===== config.mk =====
export PLATFORM = sky130hd
export DESIGN_NAME = encode_64b_67b
export DESIGN_NICKNAME = d
export VERILOG_FILES = /design/src/rtl/interlaken_pkg.sv /design/src/rtl/popcount64.sv /design/src/rtl/encode_64b_67b.sv
export SDC_FILE = /design/constraint.sdc
export NUM_CORES = 1
export LEC_CHECK = 0
export BUFFER_PORTS_ARGS = -buffer_cell sky130_fd_sc_hd__buf_2
export CAP_MARGIN = 0
export CORE_AREA = 5 5 151 153
export DETAILED_ROUTE_END_ITERATION = 16
export DIE_AREA = 0 0 156 158
export GPL_TIMING_DRIVEN = 0
export PLACE_DENSITY = 0.59
export RECOVER_POWER = 25
export SETUP_SLACK_MARGIN = 0.3
export SYNTH_ARGS = -nofsm -noshare
export SYNTH_HDL_FRONTEND = slang
export SYNTH_SLANG_ARGS = --single-unit

===== constraint.sdc =====
create_clock -name USER_CLK -period 3.2 [get_ports USER_CLK]
set_input_delay 0.16 -clock USER_CLK [delete_from_list [all_inputs] [get_ports USER_CLK]]
set_output_delay 0.16 -clock USER_CLK [all_outputs]
set_load 0.01 [all_outputs]

===== src/rtl/interlaken_pkg.sv =====
// Shared Interlaken lane constants: header codes, word widths and the
// position of the inversion flag within a 67-bit lane word.
package interlaken_pkg;

    localparam int LANE_W    = 67;
    localparam int PAYLOAD_W = 64;
    localparam int RD_W      = 8;
    localparam int INV_BIT   = 66;

    localparam logic [1:0] HDR_DATA = 2'b01;
    localparam logic [1:0] HDR_CTRL = 2'b10;

endpackage


===== src/rtl/popcount64.sv =====
// Combinational population count of a 64-bit word, built as a six-level
// balanced adder tree so that each level only widens by one bit.
module popcount64 (
    input  logic [63:0] data,
    output logic [6:0]  count
);

    logic [1:0] sum_l1 [32];
    logic [2:0] sum_l2 [16];
    logic [3:0] sum_l3 [8];
    logic [4:0] sum_l4 [4];
    logic [5:0] sum_l5 [2];

    genvar gi;

    // Level 1: add adjacent bit pairs.
    generate
        for (gi = 0; gi < 32; gi++) begin : g_l1
            assign sum_l1[gi] = {1'b0, data[2*gi]} + {1'b0, data[2*gi+1]};
        end
        // Level 2: 2-bit partial sums into 3-bit sums.
        for (gi = 0; gi < 16; gi++) begin : g_l2
            assign sum_l2[gi] = {1'b0, sum_l1[2*gi]} + {1'b0, sum_l1[2*gi+1]};
        end
        // Level 3
        for (gi = 0; gi < 8; gi++) begin : g_l3
            assign sum_l3[gi] = {1'b0, sum_l2[2*gi]} + {1'b0, sum_l2[2*gi+1]};
        end
        // Level 4
        for (gi = 0; gi < 4; gi++) begin : g_l4
            assign sum_l4[gi] = {1'b0, sum_l3[2*gi]} + {1'b0, sum_l3[2*gi+1]};
        end
        // Level 5
        for (gi = 0; gi < 2; gi++) begin : g_l5
            assign sum_l5[gi] = {1'b0, sum_l4[2*gi]} + {1'b0, sum_l4[2*gi+1]};
        end
    endgenerate

    // Root of the tree: final 7-bit count (0..64).
    assign count = {1'b0, sum_l5[0]} + {1'b0, sum_l5[1]};

endmodule


===== src/rtl/encode_64b_67b.sv =====
// Interlaken 64B/67B transmit encoder. Stage 1 registers the incoming word
// together with its popcount; stage 2 compares the payload disparity sign
// with the running disparity, decides whether to invert, and registers the
// 67-bit lane word and the updated running disparity.
module encode_64b_67b
    import interlaken_pkg::*;
(
    input  logic                 USER_CLK,
    input  logic                 SYSTEM_RESET_N,
    input  logic [PAYLOAD_W-1:0] DATA_IN,
    input  logic [1:0]           HEADER_IN,
    input  logic                 DATA_IN_VALID,
    input  logic                 PASSTHROUGH,
    output logic [LANE_W-1:0]    DATA_OUT,
    output logic                 DATA_OUT_VALID,
    output logic                 HEADER_ERR,
    output logic [RD_W-1:0]      RUNNING_DISPARITY
);

    // Stage 1 registers
    logic [PAYLOAD_W-1:0] data_s1_reg;
    logic [1:0]           header_s1_reg;
    logic                 valid_s1_reg;
    logic [6:0]           pop_s1_reg;
    logic [6:0]           pop_next;

    // Stage 2 registers
    logic [LANE_W-1:0]      dout_reg;
    logic [LANE_W-1:0]      dout_next;
    logic                   dout_valid_reg;
    logic                   header_err_reg;
    logic                   header_err_next;
    logic signed [RD_W-1:0] rd_reg;
    logic signed [RD_W-1:0] rd_next;

    // Stage 2 decision terms; 10 bits leave headroom for RD +/- Dp +/- 1.
    logic signed [9:0] dp_ext;
    logic signed [9:0] rd_ext;
    logic signed [9:0] rd_calc;
    logic              rd_pos;
    logic              rd_neg;
    logic              dp_pos;
    logic              dp_neg;
    logic              invert;

    popcount64 u_popcount (
        .data  (DATA_IN),
        .count (pop_next)
    );

    // Stage 1: capture the word, its qualifier and its popcount.
    always_ff @(posedge USER_CLK or negedge SYSTEM_RESET_N) begin
        if (!SYSTEM_RESET_N) begin
            data_s1_reg   <= '0;
            header_s1_reg <= '0;
            valid_s1_reg  <= 1'b0;
            pop_s1_reg    <= '0;
        end else begin
            data_s1_reg   <= DATA_IN;
            header_s1_reg <= HEADER_IN;
            valid_s1_reg  <= DATA_IN_VALID;
            pop_s1_reg    <= pop_next;
        end
    end

    // Stage 2 combinational: inversion decision, lane word and next RD.
    always_comb begin
        dp_ext  = $signed({2'b00, pop_s1_reg, 1'b0}) - 10'sd64;
        rd_ext  = {{2{rd_reg[RD_W-1]}}, rd_reg};
        rd_neg  = rd_reg[RD_W-1];
        rd_pos  = !rd_reg[RD_W-1] && (rd_reg != '0);
        dp_pos  = pop_s1_reg > 7'd32;
        dp_neg  = pop_s1_reg < 7'd32;
        invert  = !PASSTHROUGH && ((rd_pos && dp_pos) || (rd_neg && dp_neg));
        rd_calc = invert ? (rd_ext - dp_ext + 10'sd1) : (rd_ext + dp_ext - 10'sd1);

        dout_next                       = dout_reg;
        rd_next                         = rd_reg;
        header_err_next                 = 1'b0;
        if (valid_s1_reg) begin
            dout_next[INV_BIT]          = invert;
            dout_next[INV_BIT-1 -: 2]   = header_s1_reg;
            dout_next[PAYLOAD_W-1:0]    = invert ? ~data_s1_reg : data_s1_reg;
            rd_next                     = PASSTHROUGH ? '0 : rd_calc[RD_W-1:0];
            header_err_next             = (header_s1_reg != HDR_DATA) &&
                                          (header_s1_reg != HDR_CTRL);
        end
    end

    // Stage 2 registers: lane word, qualifiers and running disparity.
    always_ff @(posedge USER_CLK or negedge SYSTEM_RESET_N) begin
        if (!SYSTEM_RESET_N) begin
            dout_reg       <= '0;
            dout_valid_reg <= 1'b0;
            header_err_reg <= 1'b0;
            rd_reg         <= '0;
        end else begin
            dout_reg       <= dout_next;
            dout_valid_reg <= valid_s1_reg;
            header_err_reg <= header_err_next;
            rd_reg         <= rd_next;
        end
    end

    assign DATA_OUT          = dout_reg;
    assign DATA_OUT_VALID    = dout_valid_reg;
    assign HEADER_ERR        = header_err_reg;
    assign RUNNING_DISPARITY = rd_reg;

endmodule

==> results of run 1 <==
==> placed cells by master (no fill, tap or decap), types with 2 or more instances in the layout <==
master,instances
or4b_2,2
or3_1,64
clkbuf_16,17
ha_1,39
bufinv_16,3
buf_8,2
nor4_1,2
fa_2,8
nor2_1,71
mux2_2,3
o21bai_1,4
xnor2_1,8
clkbuf_1,66
a211oi_1,4
clkinvlp_4,2
inv_1,121
buf_2,108
dlygate4sd3_1,68
a31oi_1,66
mux2i_1,5
buf_4,3
xor2_1,6
inv_8,2
clkinv_4,6
fa_1,48
o2111ai_1,2
o22ai_1,5
nand4_1,2
a21oi_1,9
dfrtp_1,151
nor3b_1,4
o21ai_0,51
o21ai_1,20
a21o_1,5
buf_6,15
inv_2,18
==> worst max path at each step <==
stage | startpoint | endpoint | depth (start not counted)
6_report | DATA_IN[39] | pop_s1_reg[6] | 21
5_1_grt | DATA_IN[49] | pop_s1_reg[6] | 21
4_1_cts | DATA_IN[39] | pop_s1_reg[6] | 21
3_5_place_dp | DATA_IN[47] | pop_s1_reg[6] | 21
3_3_place_gp | DATA_IN[47] | pop_s1_reg[6] | 21
2_1_floorplan | DATA_IN[39] | pop_s1_reg[5] | 20
==> through the flow <==
step / instance area (µm²) / hold slack (ps) / TNS, ps
after global routing: 10700 / 246 / -13100
after floorplan: 8200 / -136 / -12720
after CTS: 10700 / 200 / -12090
after global placement: 9270 / 270 / -48580
final: 10700 / 221 / -12110
after detailed placement: 9310 / 256 / -15650
==> cell type report <==
class	count	share of cell area, %
sequential	151	35.4
multi-input combinational	441	34.4
timing repair buffer	218	13.9
inverter	141	5.05
clock buffer	19	4.15
tap	280	3.28
buffer	45	2.16
clock inverter	13	1.63
==> cell families after synthesis <==
kind of cell               Yosys count  synth area share, %
muxes                                8                 1.03
and+or+nand+nor                    150                 9.49
AOI/OAI and AO/OA                  172                 12.4
adders and majority gates           96                 19.9
xor gates and xnor gates            15                 1.61
buffers and inverters              186                 9.30
DFF                                151                 46.3
==> metal layers <==
metal	GRT usage, %	vias up	share of wire [%]
met5	0	-	0
met2	29.5	128	49
met4	6.34	0	2.1
met1	22.9	2982	44
met3	4.10	32	5.1
li1	-	3047	-
==> repair_timing <==
item | CTS | global route
gates cloned | 0 | 0
setup endpoints to repair | 7 | 7
hold buffers | 68 | 0
hold endpoints to repair | 150 | 0
resized for setup | 22 | 15
setup buffers | 3 | 1
pin swaps | 18 | 18
==> worst max-delay path, stage by stage <==
cell,delay [ps]
buf_6,70
inv_2,30
fa_1,550
inv_2,50
fa_2,570
inv_2,40
fa_1,520
fa_2,450
fa_2,540
fa_1,430
fa_1,520
fa_1,430
inv_2,90
ha_4,130
inv_2,30
fa_2,340
inv_1,60
a21oi_1,60
o21bai_1,210
a21oi_1,100
o21bai_1,120
==> power groups by stage <==
stage	logic [mW]	registers [mW]	clock network [mW]
2_1_floorplan	6.60	2.74	0
3_3_place_gp	8.58	2.64	0
3_5_place_dp	8.72	2.64	0
4_1_cts	9.50	2.61	2.13
5_1_grt	11.2	2.65	2.20
6_report	10.1	2.61	2.08
==> flow_summary.ini, run 1 <==
[logic_synthesis]
syn_area_um2 = 8160
syn_nets = 944
ys.warnings.count = 0
synth.distinct_cells = 38
synth_top_flop_cell = dfrtp_1
synth_top_area_share_pct = 46.3
ys_async_sr_fraction_pct = 100
yosys.area.top_type = dfrtp_1
ys_seq_area_share_pct = 46.3
synthTopCellsByArea = dfrtp_1, fa_1, inv_1, ha_1, a31oi_1
synth_edf_count = 0
ys_ff_latch = 151
synth.most_common_cell = dfrtp_1
synth_common_cells = dfrtp_1, inv_1, nor2_1, a31oi_1, or3_1
syn_inst = 778
avgSynthCellArea_um2 = 10.5

[timing]
worst_pin_slew_ps = 907
worst_slew_margin_rel_pct = 39.5
final_max_slew_viol_count = 0
grt_setup_unrepaired = yes
finalCritPeriodShare_pct = 161
clock.fmax_mhz = 194
fin_worst_skew_ps = 8.60
worst_slack_ps = -1960
finalSetupViolCount = 7
min_period_ps = 5160
hold_viol = 0

[clocking]
htree_levels = 4
cts_buffer_depth = 2
root_buffer = clkbuf_16
clkTransAtPathRegs_ps = 60
clock_latency_ps = 430
cts_inserted_buffers = 17
cts.sinks = 151
cts_tree = yes

[routing]
wl_um = 21600
via_per_inst = 4.73
drt_iter0_markers = 239
vias = 6189
first_pass_iters = 4
wl_per_cell_um = 16.5
drc = 0
ant_nets = 0

[placement]
pre_cts_ws_ps = -2500
dp.cells = 1204
gp_congestion = 0.829
io_buffers = 145
post-dp-hpwl_um = 15700

[floorplanning]
die_area_um2 = 24600
ioPinCount = 147
rows = 54
floorplan.initialDensity_pct = 38.1
dieHeight_um = 158
core_um2 = 21400
die_w_um = 156

[finish]
antenna_cells = 0
drive_gt1_share_pct = 19.4
layout.nets = 1181
regArea_um2 = 3780
postLayoutCoreUtil_pct = 49.8
fill_cells = 1995
syn_to_final_growth_pct = 30.7
largest_register_ffs = 67
layout.cells.non_filler = 1308
multi_input_area_um2 = 3670

[power_and_ir_drop]
p_per_area_nw_per_um2 = 1380
power_frac_seq_pct = 17.7
netSwitchingPower_mw = 6.22
intPower_mw = 8.53
power_frac_comb_pct = 68.2
switching_share_pct = 42.2
leakagePower_nw = 4.94
vdd_drop_max_mv = 2.02
clkPwrFrac_pct = 14.1
power_mw = 14.7

[hold_path]
holdPathStages = 3
hp-class = input port to flop
hold_path_end = DATA_OUT[22]
hp-start = PASSTHROUGH

[critical_path]
r2r-end = RUNNING_DISPARITY[7]
r2r_slack_ps = 660
worstSetupPathType = input port to flop
crit_required_ps = 3550
ff2ff_path_depth = 10
cp-start-kind = input port
endpoint_kind = flop
arrival_ps = 5510
cp_max_fo = 2
r2r-start = RUNNING_DISPARITY[1]

[global_route]
first_global_vias = 6366
antenna_found_initial = 0
grt_max_degree = 85
grt_first_pass_wirelength_um = 33900
grt-ovfl-total = 0
grt_usage_pct = 17.8

[job]
maxCapViolCount = 0

[status]
status = complete, but fails checks
violations = negative setup slack
No activity file was read; power rests on OpenSTA's default activity.
==> run 2, diff against run 1 <==
--- a/config.mk
+++ b/config.mk
@@ -7,11 +7,11 @@
 export LEC_CHECK = 0
 export BUFFER_PORTS_ARGS = -buffer_cell sky130_fd_sc_hd__buf_2
 export CAP_MARGIN = 0
-export CORE_AREA = 5 5 151 153
+export CORE_AREA = 5 5 127 129
 export DETAILED_ROUTE_END_ITERATION = 16
-export DIE_AREA = 0 0 156 158
+export DIE_AREA = 0 0 132 134
 export GPL_TIMING_DRIVEN = 0
-export PLACE_DENSITY = 0.59
+export PLACE_DENSITY = 0.79
 export RECOVER_POWER = 25
 export SETUP_SLACK_MARGIN = 0.3
 export SYNTH_ARGS = -nofsm -noshare
==> flow_summary.ini, run 2 (synthesis gave the netlist of run 1 again) <==
[routing]
drc = 0
vias = 6506
wl_um = 21000
first_pass_iters = 6
wl_per_cell_um = 17.3
drt_iter0_markers = 382
ant_nets = 0
via_per_inst = 5.35

[status]
violations = max-capacitance violations, max-slew violations, negative setup slack
status = complete, but fails checks

[critical_path]
r2r-start = RUNNING_DISPARITY[1]
ff2ff_path_depth = 10
cp-startpoint = DATA_IN[37]
r2r_slack_ps = 520
arrival_ps = 5550
cp-start-kind = input port
r2r-end = RUNNING_DISPARITY[7]
worstSetupPathType = input port to flop
crit_required_ps = 3550
cp_max_fo = 2
endpoint = pop_s1_reg[6]
endpoint_kind = flop

[floorplanning]
dieHeight_um = 134
core_um2 = 14900
die_area_um2 = 17700
rows = 45
ioPinCount = 147
floorplan.initialDensity_pct = 54.7
die_w_um = 132

[timing]
fin_worst_skew_ps = 9.53
holdWs_ps = 214
finalCritPeriodShare_pct = 162
grt_setup_unrepaired = yes
worst_pin_slew_ps = 2170
worst_slew_margin_rel_pct = -45.0
clock.fmax_mhz = 193
min_period_ps = 5190
finalSetupViolCount = 7
worst_slack_ps = -1990
hold_viol = 0
final_max_slew_viol_count = 89

[global_route]
first_global_vias = 6739
grt-ovfl-total = 0
grt_max_degree = 90
grt_usage_pct = 24.3
antenna_found_initial = 0
grt_first_pass_wirelength_um = 33900

[clocking]
cts.sinks = 151
clkTransAtPathRegs_ps = 60
cts_inserted_buffers = 17
root_buffer = clkbuf_16
clock_latency_ps = 430
cts_buffer_depth = 2
cts_tree = yes
htree_levels = 4

[placement]
io_buffers = 145
placed_cell_area_um2 = 9190
gp_congestion = 0.858
post-dp-hpwl_um = 14500

[finish]
fill_cells = 1081
drive_gt1_share_pct = 17.7
layout.nets = 1180
multi_input_area_um2 = 3670
largest_register_ffs = 67
final_common_cell = dfrtp_1
final_area_um2 = 10500
antenna_cells = 0
regArea_um2 = 3780
mostFrequentLayoutCells = dfrtp_1, inv_1, buf_2
syn_to_final_growth_pct = 28.2

[power_and_ir_drop]
leakagePower_nw = 4.88
power_mw = 14.3
p_per_area_nw_per_um2 = 1360
vdd_drop_max_mv = 2.07

[hold_path]
hp-class = input port to flop
holdPathStages = 3

[job]
maxCapViolCount = 1
==> run 2: cell count changes in the layout (fill, tap and decap cells not counted), sizes merged <==
| cell | before | now |
|---|---|---|
| buf | 130 | 116 |
| bufinv | 3 | 1 |
| clkbuf | 84 | 99 |
| clkinv | 7 | 3 |
| clkinvlp | 2 | 6 |
==> run 2: how the worst min path moves through the flow <==
stage,start,to,slack (ps)
2_1_floorplan,SYSTEM_RESET_N,DATA_OUT[0],-140
3_3_place_gp,DATA_IN_VALID,valid_s1_reg,270
3_5_place_dp,DATA_IN_VALID,valid_s1_reg,270
4_1_cts,PASSTHROUGH,DATA_OUT[23],200
5_1_grt,PASSTHROUGH,DATA_OUT[20],260
6_report,PASSTHROUGH,DATA_OUT[23],210
==> run 2: cell type report <==
| cell class | count | area share, % |
|---|---|---|
| Timing Repair Buffer | 217 | 13.8 |
| Multi-Input combinational cell | 441 | 35.1 |
| Inverter | 141 | 5.15 |
| Clock inverter | 11 | 0.944 |
| Buffer | 45 | 2.20 |
| Sequential cell | 151 | 36.1 |
| Tap cell | 188 | 2.25 |
| Clock buffer | 21 | 4.49 |
==> run 2: critical path, cell delays in order <==
cell,delay [ps]
clkbuf_1,110
inv_1,70
fa_1,520
inv_2,50
fa_2,550
inv_1,50
fa_1,520
fa_2,460
fa_2,550
fa_1,430
fa_2,550
fa_1,440
inv_2,90
ha_4,130
inv_2,30
fa_2,340
inv_2,70
a21oi_2,50
o21bai_2,150
a21oi_1,90
o21bai_1,130
==> run 2: where the power goes <==
part / internal, mW / switching, mW
Sequential: 2.40 / 0.215
Combinational: 4.64 / 5.11
Clock: 1.13 / 0.781
==> run 2: stage by stage <==
step                      instances  TNS (ps)  util (%)  worst slack, ps
after floorplan                 778    -12720         -            -2070
final                          1215    -12350      70.1            -1990
after global routing           1215    -13090      70.1            -2100
after CTS                      1215    -12330      70.2            -2000
after detailed placement       1112    -15630      61.6            -2540
after global placement         1111    -33250      61.4            -2470
==> run 2: metal layers <==
layer	global-route usage, %	routed length (µm)	part of all wire [%]	up-vias
met5	0	0	0	-
met1	30.7	8530	41	3207
met2	40.5	10500	50	204
li1	-	-	-	3044
met4	10.3	756	3.6	0
met3	5.44	1230	5.8	51
==> run 2: timing repair <==
item	in CTS	in global routing
buffers inserted	3	0
hold buffers	68	0
endpoints found under the setup margin	7	7
endpoints found under the hold margin	155	0
resized for setup	8	21
pin swaps	6	11
==> run 3, diff against run 2 <==
--- a/config.mk
+++ b/config.mk
@@ -7,11 +7,11 @@
 export LEC_CHECK = 0
 export BUFFER_PORTS_ARGS = -buffer_cell sky130_fd_sc_hd__buf_2
 export CAP_MARGIN = 0
-export CORE_AREA = 5 5 127 129
+export CORE_AREA = 5 5 122 124
 export DETAILED_ROUTE_END_ITERATION = 16
-export DIE_AREA = 0 0 132 134
+export DIE_AREA = 0 0 127 129
 export GPL_TIMING_DRIVEN = 0
-export PLACE_DENSITY = 0.79
+export PLACE_DENSITY = 0.85
 export RECOVER_POWER = 25
 export SETUP_SLACK_MARGIN = 0.3
 export SYNTH_ARGS = -nofsm -noshare
==> constraint.sdc (replaced) <==
create_clock -name USER_CLK -period 6 [get_ports USER_CLK]
set_input_delay 0.3 -clock USER_CLK [delete_from_list [all_inputs] [get_ports USER_CLK]]
set_output_delay 0.3 -clock USER_CLK [all_outputs]
set_load 0.01 [all_outputs]
==> flow_summary.ini, run 3 (synthesis gave the netlist of run 1 again) <==
[hold_path]
hp-start = DATA_IN[55]
hold_path_end = data_s1_reg[55]
hp-class = input port to flop
holdPathStages = 1

[critical_path]
cpLargestDelayFamily = adder cells
path_buf_inv = 7
r2r-end = RUNNING_DISPARITY[7]
cp_slowest_cell = fa_1
path_cells = clkbuf_1 > inv_2 > fa_1 > fa_1 > inv_2 > fa_1 > inv_2 > fa_1 > fa_1 > fa_1 > fa_1 > fa_1 > inv_1 > ha_2 > inv_2 > fa_2 > inv_2 > a21oi_2 > o21bai_2 > a21oi_2 > o21bai_1
slowest_delay_ps = 590
arrival_ps = 5940
crit_top_cell = fa_1
worstSetupPathType = input port to flop
cp-start-kind = input port
r2r_slack_ps = 3380
endpoint_kind = flop
cp_max_fo = 2
r2r-start = RUNNING_DISPARITY[1]
ff2ff_path_depth = 10
crit_required_ps = 6340

[status]
violations = max-capacitance violations, max-slew violations
status = complete, but fails checks

[floorplanning]
floorplan.initialDensity_pct = 59.7
rows = 43
core_um2 = 13700
ioPinCount = 147
die_w_um = 127
dieHeight_um = 129
die_area_um2 = 16400

[global_route]
grt_usage_pct = 26.5
grt-ovfl-total = 0
first_global_vias = 6570
grt_first_pass_wirelength_um = 33600
antenna_found_initial = 0
grt_max_degree = 87

[clocking]
cts_tree = yes
clkTransAtPathRegs_ps = 60
root_buffer = clkbuf_16
htree_levels = 4
cts_inserted_buffers = 17
cts.sinks = 151
clock_latency_ps = 420
cts_buffer_depth = 2

[routing]
wl_per_cell_um = 18.4
met1_length_um = 8150
dr_wl_met2_um = 10800
ant_nets = 0
top_layer_used = met4
drc = 0
first_pass_iters = 5
wl_um = 21300
met3_length_um = 1580
drt_iter0_markers = 590
vias = 6491
via_per_inst = 5.62

[timing]
finalCritPeriodShare_pct = 93.2
finalSetupViolCount = 0
hold_viol = 0
worst_slew_margin_rel_pct = -198
worst_pin_slew_ps = 4460
clock.fmax_mhz = 179
min_period_ps = 5590
grt_setup_unrepaired = no
final_max_slew_viol_count = 86
fin_worst_skew_ps = 13.5

[finish]
drive_gt1_share_pct = 16.4
layout.nets = 1128
final_common_cell = dfrtp_1
mostFrequentLayoutCells = dfrtp_1, inv_1, buf_2
layout.cells.non_filler = 1155
syn_to_final_growth_pct = 21.8
antenna_cells = 0
largest_register_ffs = 67

[placement]
post-dp-hpwl_um = 14600
dp.cells = 1104
gp_congestion = 0.919
io_buffers = 145

[job]
maxCapViolCount = 1
==> run 3: changes by cell type in the layout (fill, tap and decap cells not counted), sizes merged <==
cell,change
clkinvlp,-5
bufinv,+3
clkinv,+2
buf,-12
dlygate4sd3,-51
clkbuf,+10
inv,+1
==> run 3: worst max path at each step <==
stage                 from             to  cells past startpoint
2_1_floorplan  DATA_IN[35]  pop_s1_reg[5]                     20
3_3_place_gp   DATA_IN[35]  pop_s1_reg[5]                     21
3_5_place_dp   DATA_IN[35]  pop_s1_reg[5]                     21
4_1_cts        DATA_IN[35]  pop_s1_reg[5]                     21
5_1_grt        DATA_IN[13]  pop_s1_reg[5]                     21
6_report       DATA_IN[27]  pop_s1_reg[6]                     21
==> run 3: area by class of cell <==
| type | count | area, µm² |
|---|---|---|
| flip-flops and latches | 151 | 3780 |
| fillers | 960 | 3730 |
| multi-input cells | 441 | 3650 |
| repair buffers | 165 | 867 |
| inverters | 141 | 529 |
| clock buffers | 20 | 467 |
| plain buffers | 45 | 230 |
| well taps | 180 | 225 |
| clock inverters | 12 | 191 |
==> run 3: per-layer routing <==
layer	global-route usage, %	vias up
met5	0	-
met4	10.0	0
li1	-	2942
met2	44.2	296
met3	6.14	64
met1	34.3	3189
==> run 3: through the flow <==
step           TNS (ps)  util, %  instance area (µm²)  hold WS [ps]  worst slack [ps]
6_report              0     72.7                 9940          9.19               407
3_5_place_dp      -96.9     66.9                 9150           395             -96.9
3_3_place_gp      -44.7     66.7                 9110           408             -44.7
5_1_grt               0     72.7                 9940          12.3               184
2_1_floorplan         0        -                 8160          4.41               304
4_1_cts               0     72.7                 9940         0.792               332
==> run 3: repair_timing <==
| item | CTS | global route |
|---|---|---|
| pin swaps | 1 | 21 |
| buffers inserted | 0 | 2 |
| gates resized for setup | 1 | 22 |
| hold buffers | 13 | 4 |
| setup endpoints to repair | 1 | 2 |
| hold endpoints to repair | 97 | 4 |
Power of run 3 is left out: the tool's default activity adds up to more than one toggle a clock period on the data nets, which glitch-free logic cannot reach.
